File: src/rtl/pc_module.sv
// ----------------------------------------------------------------------------
// pc_module
// Program counter for the CPU fetch stage, with a link register (R15).
// Each rising edge the PC either steps to the next sequential address or
// loads an absolute jump target. A taken jump also stores the return
// address (old PC + STEP) in R15.
//
// Ports:
//   clk        in   system clock; all state updates on the rising edge
//   rst        in   synchronous reset, active-high; has priority over sel
//   sel        in   0 = sequential (PC + STEP), 1 = jump to jump_to
//   jump_to    in   absolute jump target, sampled at the rising edge
//   R15_value  out  link register: return address of the most recent jump
//   PC_out     out  current program counter
// ----------------------------------------------------------------------------
module pc_module #(
    parameter int unsigned WIDTH        = 8,
    parameter int unsigned RESET_VECTOR = 0,
    parameter int unsigned STEP         = 1
) (
    input  logic             clk,
    input  logic             rst,
    input  logic             sel,
    input  logic [WIDTH-1:0] jump_to,
    output logic [WIDTH-1:0] R15_value,
    output logic [WIDTH-1:0] PC_out
);

    localparam logic [WIDTH-1:0] LP_RESET_PC = WIDTH'(RESET_VECTOR);
    localparam logic [WIDTH-1:0] LP_STEP     = WIDTH'(STEP);

    logic [WIDTH-1:0] r_pc;
    logic [WIDTH-1:0] r_r15;
    logic [WIDTH-1:0] w_pc_seq;

    // Sequential address; truncation to WIDTH gives the modulo wrap that is
    // shared by the PC increment and the return-address capture.
    assign w_pc_seq = r_pc + LP_STEP;

    // PC and link register update
    always_ff @(posedge clk) begin
        if (rst) begin
            r_pc  <= LP_RESET_PC;
            r_r15 <= '0;
        end else if (sel) begin
            r_pc  <= jump_to;
            r_r15 <= w_pc_seq;
        end else begin
            r_pc  <= w_pc_seq;
        end
    end

    assign PC_out    = r_pc;
    assign R15_value = r_r15;

endmodule

File: config.mk
export PLATFORM = sky130hd
export DESIGN_NAME = pc_module
export DESIGN_NICKNAME = d
export VERILOG_FILES = /design/src/rtl/pc_module.sv
export SDC_FILE = /design/constraint.sdc
export NUM_CORES = 1
export LEC_CHECK = 0
export ABC_AREA = 1
export ABC_CLOCK_PERIOD_IN_PS = 1100
export BUFFER_PORTS_ARGS = -buffer_cell sky130_fd_sc_hd__buf_2
export CORE_MARGIN = 4
export CORE_UTILIZATION = 43
export CTS_CLUSTER_SIZE = 25
export DETAILED_ROUTE_END_ITERATION = 8
export GPL_TIMING_DRIVEN = 0
export MAX_ROUTING_LAYER = met4
export PLACE_DENSITY = 0.71
export SKIP_LAST_GASP = 1
export SLEW_MARGIN = 20
export SYNTH_ARGS = -nofsm -noshare
export SYNTH_HDL_FRONTEND = slang
export SYNTH_SLANG_ARGS = --single-unit
File: constraint.sdc
create_clock -name clk -period 1.1 [get_ports clk]
set_input_delay 0.055 -clock clk [delete_from_list [all_inputs] [get_ports clk]]
set_output_delay 0.055 -clock clk [all_outputs]
set_load 0.01 [all_outputs]
# == Word level (Yosys, flattened, before mapping) ==
# Cells that the tools add are included.
# word_totals
ff_bits,16
latchBits,0
mem_bits_rw,0
romBits,0
input_bits,11
output_inout_bits,16
memories,0
# classes
addsub,1
multipliers,0
div_mod_pow,0
n_lt_le_gt_ge,0
n_eq_ne,0
shift,0
muxes,1
n_bitwise,0
n_reduce_logical,0
# op_table
cell,n
$add A8 B1 Y8 const B,1
$mux W8,1

# == Longest topological paths before layout ==
# Gate-level depths: netlist of the first run.
# depth
depth_word,2
depth_mapped,8
mapped_depth_nobuf,8

# == Worst setup path before layout of the first run ==
# Ideal clock, no wire load.
# synth_path
path_type,register to register
startpoint,"register r_pc[0], in the netlist PC_out[0]"
endpoint,"register r_pc[6], in the netlist PC_out[6]"
setup_time_ns,0.109
arrival_time_ns,1.093
required_time_ns,0.991
setup_slack_ns,-0.101
path_stages_with_launch,9
path_buffers,0
path_cell_list,dfxtp_1 ha_1 nand2_1 nor2_1 nand2_1 nand2_1 nand3_1 nand2_1 inv_1
# synth_between
elab_chain_cells,2
# synth_lines
element,line,text
start: declaration,32,logic [WIDTH-1:0] r_pc;
start signal: assignment,46,r_pc <= jump_to;
start signal: assignment,49,r_pc <= w_pc_seq;
$add A8 B1 Y8,38,assign w_pc_seq = r_pc + LP_STEP;
$mux W8,45,end else if (sel) begin
# No other way between the ends.
# A chain may end at the register's enable or synchronous reset.

# == Final worst setup path of the first run ==
# Ends and elaborated chain as after synthesis.

==> results of run 1 <==
==> synth_stat cells <==
library cell | number | area [um2]
nor2_1 | 28 | 105
xor2_1 | 1 | 8.76
a21oi_1 | 2 | 10.0
inv_2 | 1 | 3.75
nand2_2 | 1 | 6.26
a211oi_1 | 2 | 15.0
ha_1 | 1 | 12.5
nor2_4 | 1 | 11.3
nand4_1 | 1 | 6.26
o21ai_1 | 1 | 5.00
o21ai_0 | 3 | 15.0
clkbuf_2 | 1 | 5.00
nand2_1 | 23 | 86.3
inv_1 | 19 | 71.3
buf_6 | 3 | 33.8
nand3_1 | 14 | 70.1
buf_2 | 1 | 5.00
dfxtp_1 | 16 | 320
==> tightest hold or removal path, stage by stage <==
cell	delay [ns]
buf_2	0.09
nor2_1	0.09
a211oi_1	0.05
==> per-layer routing <==
| layer | vias to the layer above | share of wire [%] |
|---|---|---|
| li1 | 428 | - |
| met5 | - | 0 |
| met4 | 0 | 1.2 |
| met2 | 26 | 50 |
| met1 | 385 | 44 |
| met3 | 4 | 5.4 |
==> logic make-up (layout without fill, tap and decap cells) <==
group                    Yosys count  count (layout)  synth area share (%)
AO/OA/AOI/OAI                      8               8                  5.69
adder cells (fa/ha/maj)            1               1                  1.58
buffers and inverters             25              58                  15.0
XOR/XNOR                           1               1                  1.11
flip-flops                        16              16                  40.5
AND/OR/NAND/NOR                   68              68                  36.1
==> where the power goes <==
part | internal (mW) | switching [mW] | leakage, nW | total (mW)
Combinational | 0.122 | 0.144 | 0.453 | 0.266
Clock | 0.202 | 0.199 | 0.0210 | 0.401
Sequential | 0.622 | 0.0380 | 0.135 | 0.660
==> worst paths after layout <==
check                              endpoint                 startpoint  cells after the start
setup / recovery       PC_out[6]$_SDFF_PP0_       PC_out[0]$_SDFF_PP0_                      8
setup reg to reg       PC_out[6]$_SDFF_PP0_       PC_out[0]$_SDFF_PP0_                      8
hold reg to reg   R15_value[1]$_SDFFE_PP0P_  R15_value[1]$_SDFFE_PP0P_                      2
hold / removal         PC_out[0]$_SDFF_PP0_                 jump_to[0]                      3
==> what timing repair did <==
item,CTS,global route
hold endpoints to repair,1,0
setup endpoints to repair,4,11
setup buffers,3,1
gates resized for setup,4,10
hold buffers,1,0
pin swaps,2,5
==> registers in the layout, indices dropped and copies added (netlist names) <==
signal,count
PC_out,8
R15_value,8
==> final cells by class <==
type	count	area (um2)
Fill cell	173	654
Multi-Input combinational cell	78	388
Sequential cell	16	334
Timing Repair Buffer	29	164
Inverter	20	75.1
Buffer	5	43.8
Clock buffer	4	36.3
Tap cell	25	31.3
==> per-stage QoR <==
stage               total power, mW  hold slack, ns
finish                         1.33          0.0300
global route                   1.40          0.0265
CTS                            1.33          0.0158
detailed placement            0.910           0.310
global placement              0.903           0.302
floorplan                     0.822           0.195
==> reports/qor.txt, run 1 <==
Global-route wire length before repair = 3170 um
Worst EP arrival = 1.26 ns
Htree depth = 1
Ys Warns = 0
Max Root-Sink Buffers = 2
FMAX = 945 MHz
N_diodes = 0
Clock Latency Late Sink = 0.29 ns
Post-Synthesis Cells = 119
Setup crit end kind = flip-flop
Critical path's slowest cell = dfxtp_4
Slew margin rel. = 87.0%
Initial Utilization = 45.8%
Final setup vio count = 0
Yosys cell types = 18
Final TNS setup = 0 ns
Met3 usage = 3.79%
GR Util met2 = 27.0%
GRT Util Overall = 17.0%
Commonest non-fill, non-tap cell in the layout = nor2_1
Post-DP Area = 960 um2
Worst Path Required = 1.30 ns
Drt initial violations = 17
Share of cells above drive strength 1 = 32.2%
Placement Setup Slack = -0.0522 ns
Worst-Margin Slew = 0.195 ns
Placed cell count = 168
Post-DP HPWL = 1430 um
VDD IR max = 912 uV
Avg Inst Size Synth = 6.65 um2
CTS buffer count = 3
Worst Setup Start Kind = flip-flop
Sequential share of the synthesized area = 40.5%
Syn_nets = 131
Die Ht = 50.9 um
Final Cell Area = 1070 um2
Reg clk slew, reported paths = 0.09 ns
Via count = 843
Via count of the first global-routing pass = 782
DIE AREA = 2590 um2
Util after Layout = 62.1%
Met1 Resource Use GR = 19.4%
Leak = 0.609 nW
Antenna violations before repair = 0
Cell repeated most along the worst path = nand2_1
Final non-filler cell total = 177
P&R area growth vs syn = 35.6%
Clock Tree Root = clkbuf_4
Die width = 50.9 um
Final hold violation count = 0
Via/cell ratio = 4.76
Delay-heaviest family, CP = simple AND/OR/NAND/NOR gates
TritonCTS clock tree = done
Critical path cell sequence = ha_4, nand2_4, nor2_4, nand2_1, nand2_1, nand3_1, nand2_1, inv_1
Slew Limit Fails = 0
Final WS setup = 0.0416 ns
Fin crit period = 1.06 ns
Port Buffer Count = 24
Final WL = 1940 um
Total of max-cap violations = 0
Gpl congestion = 0.866
Row cnt = 15
Status = complete, no violations
DRC = 0
Core footprint = 1730 um2
Pwr Density = 1240 nW/um2
ANT nets after route = 0
I/O pins = 27
Hold WC Path Type = input pin to flip-flop
GR Overflow Total = 0
Crit-path max cell delay = 0.38 ns
Period utilization = 96.2%
RSZ-0062 raised after global routing = yes
Largest net degree at the start of global routing = 11
Routed len/inst = 10.9 um
Synthesis-stage register bit count = 16
Crit path buf inv count = 1
Final Skew = 0.00927 ns
Fin nets = 165
Clock sink total = 16
Max FO, Critical Path = 3
R2R Setup Slk = 0.04 ns
Most frequent cells in the layout = nor2_1 (27), buf_2 (25), nand2_1 (22)
WS Path Type = flip-flop to flip-flop
TritonRoute pass-1 iters = 4
Netlist Area Pre-Place = 791 um2
Busiest grt layer = met2
Power figures use the tool's default switching activity.
==> run 2: changes to the inputs <==
==> config.mk (replaced) <==
export PLATFORM = sky130hd
export DESIGN_NAME = pc_module
export DESIGN_NICKNAME = d
export VERILOG_FILES = /design/src/rtl/pc_module.sv
export SDC_FILE = /design/constraint.sdc
export NUM_CORES = 1
export LEC_CHECK = 0
export ABC_AREA = 1
export ABC_CLOCK_PERIOD_IN_PS = 1190
export BUFFER_PORTS_ARGS = -buffer_cell sky130_fd_sc_hd__buf_2
export CORE_MARGIN = 4
export CORE_UTILIZATION = 47
export CTS_CLUSTER_SIZE = 25
export DETAILED_ROUTE_END_ITERATION = 8
export GPL_TIMING_DRIVEN = 0
export MAX_ROUTING_LAYER = met4
export PLACE_DENSITY = 0.74
export SKIP_LAST_GASP = 1
export SYNTH_ARGS = -nofsm -noshare
export SYNTH_HDL_FRONTEND = slang
export SYNTH_SLANG_ARGS = --single-unit
==> constraint.sdc (replaced) <==
create_clock -name clk -period 1.19 [get_ports clk]
set_input_delay 0.0595 -clock clk [delete_from_list [all_inputs] [get_ports clk]]
set_output_delay 0.0595 -clock clk [all_outputs]
set_load 0.01 [all_outputs]
==> run 2 against run 1 <==
Effect of this change: final area down 6.4%; flip-flop and latch count unchanged; first-iteration DRC count down 41%; sequential share of layout area up 1.6 points; critical endpoint is now R15_value[6]$_SDFFE_PP0P_.
==> reports/qor.txt, run 2 (synthesis gave the netlist of run 1 again) <==
Slew Limit Fails = 0
Reg-to-Reg End = R15_value[6]$_SDFFE_PP0P_
GRT Util Overall = 16.2%
Slew margin rel. = 86.9%
Pwr Density = 1190 nW/um2
Drt initial violations = 10
Multi-input gate area = 372 um2
Pwr Total = 1.19 mW
P&R area growth vs syn = 26.9%
Post-DP HPWL = 1280 um
Final setup vio count = 0
Routed len/inst = 10.5 um
Register area = 329 um2
Worst Path Required = 1.39 ns
FMAX = 897 MHz
Die Ht = 49.0 um
Most frequent cells in the layout = nor2_1 (27), buf_2 (25), nand2_1 (21)
Status = complete, no violations
R2R Setup Slk = 0.08 ns
DRC = 0
Commonest non-fill, non-tap cell in the layout = nor2_1
Die width = 49.0 um
Initial Utilization = 51.3%
Gpl congestion = 0.867
Via count = 804
Worst reg2reg startpoint = PC_out[1]$_SDFF_PP0_
Via/cell ratio = 4.90
RSZ-0062 raised after global routing = yes
Util after Layout = 65.1%
Row cnt = 14
GR Overflow Total = 0
Antenna violations before repair = 0
ANT nets after route = 0
Global-route wire length before repair = 3010 um
Worst Setup Start Kind = flip-flop
DIE AREA = 2400 um2
Clock Latency Late Sink = 0.29 ns
WS Path Type = flip-flop to flip-flop
N_diodes = 0
VDD IR max = 871 uV
Via count of the first global-routing pass = 696
Reg clk slew, reported paths = 0.10 ns
Max FO, Critical Path = 4
CTS buffer count = 3
Setup crit start = PC_out[1]$_SDFF_PP0_
Final hold slack = 0.00447 ns
Htree depth = 1
Core footprint = 1540 um2
Fill count = 137
Share of cells above drive strength 1 = 29.7%
Post-DP Area = 932 um2
Port Buffer Count = 24
Clock sink total = 16
Final Cell Area = 1000 um2
TritonRoute pass-1 iters = 4
Fin nets = 161
Largest net degree at the start of global routing = 11
Hold WC Path Type = input pin to flip-flop
Total of max-cap violations = 0
Clock Tree Root = clkbuf_4
Worst-Margin Slew = 0.196 ns
Final WL = 1720 um
I/O pins = 27
Final Skew = 0.00497 ns
Max Root-Sink Buffers = 2
Number of cells on the worst reg-to-reg path = 8
Final hold violation count = 0
Period utilization = 93.6%
Setup crit end kind = flip-flop
Hold Path End = PC_out[1]$_SDFF_PP0_
Worst EP arrival = 1.31 ns
Worst hold start = jump_to[1]
Leak = 0.565 nW
Hold path depth = 3
Fin crit period = 1.11 ns
TritonCTS clock tree = done
## run 2: changes by cell type in the layout (fill, tap and decap cells not counted), sizes merged
| cell | before | now |
|---|---|---|
| buf | 32 | 29 |
| dlygate4sd3 | 1 | 0 |
## run 2: worst max path at each step
| stage | end | slack (ns) |
|---|---|---|
| floorplan | PC_out[6]$_SDFF_PP0_ | 0.01 |
| global placement | R15_value[6]$_SDFFE_PP0P_ | -0.03 |
| detailed placement | R15_value[4]$_SDFFE_PP0P_ | -0.07 |
| CTS | R15_value[6]$_SDFFE_PP0P_ | 0.05 |
| global route | R15_value[6]$_SDFFE_PP0P_ | -0.001 |
| finish | R15_value[6]$_SDFFE_PP0P_ | 0.08 |
## run 2: report_power, final
part	leakage (nW)	internal, mW	switching, mW
clock	0.0210	0.187	0.175
sequential	0.134	0.575	0.0343
combinational	0.410	0.0997	0.121
## run 2: metrics by stage
stage / instances / setup TNS, ns / setup WS, ns
5_1_grt: 164 / -0.00118 / -0.00118
4_1_cts: 163 / 0 / 0.0481
2_1_floorplan: 119 / 0 / 0.0134
3_5_place_dp: 159 / -0.174 / -0.0673
3_3_place_gp: 159 / -0.0748 / -0.0288
6_report: 164 / 0 / 0.0758
## run 2: layout make-up
| class | count | share of cell area, % |
|---|---|---|
| well taps | 16 | 2.00 |
| clock buffers | 4 | 3.62 |
| multi-input cells | 78 | 37.0 |
| flip-flops and latches | 16 | 32.8 |
| plain buffers | 5 | 4.36 |
| repair buffers | 25 | 12.7 |
| inverters | 20 | 7.48 |
## run 2: critical path, stage by stage, from the launching register on
cell     delay, ns
dfxtp_4       0.39
ha_4          0.15
nand2_2       0.07
nor2_2        0.12
nand2_1       0.07
nand2_2       0.06
nand3_1       0.07
nand2_1       0.06
inv_1         0.03
## run 2: per-layer routing
layer | up-vias | share of wire, % | GRT usage (%)
li1 | 425 | - | -
met1 | 352 | 46 | 20.7
met2 | 20 | 46 | 22.6
met3 | 7 | 5.2 | 4.28
met4 | 0 | 3.0 | 9.42
met5 | - | 0 | -
## run 2: what timing repair did
action                     CTS  global route
hold buffers                 0             0
pin swaps                    0             2
gates cloned                 0             0
setup endpoints to repair    4             5
setup buffers                0             1
resized for setup            6             4
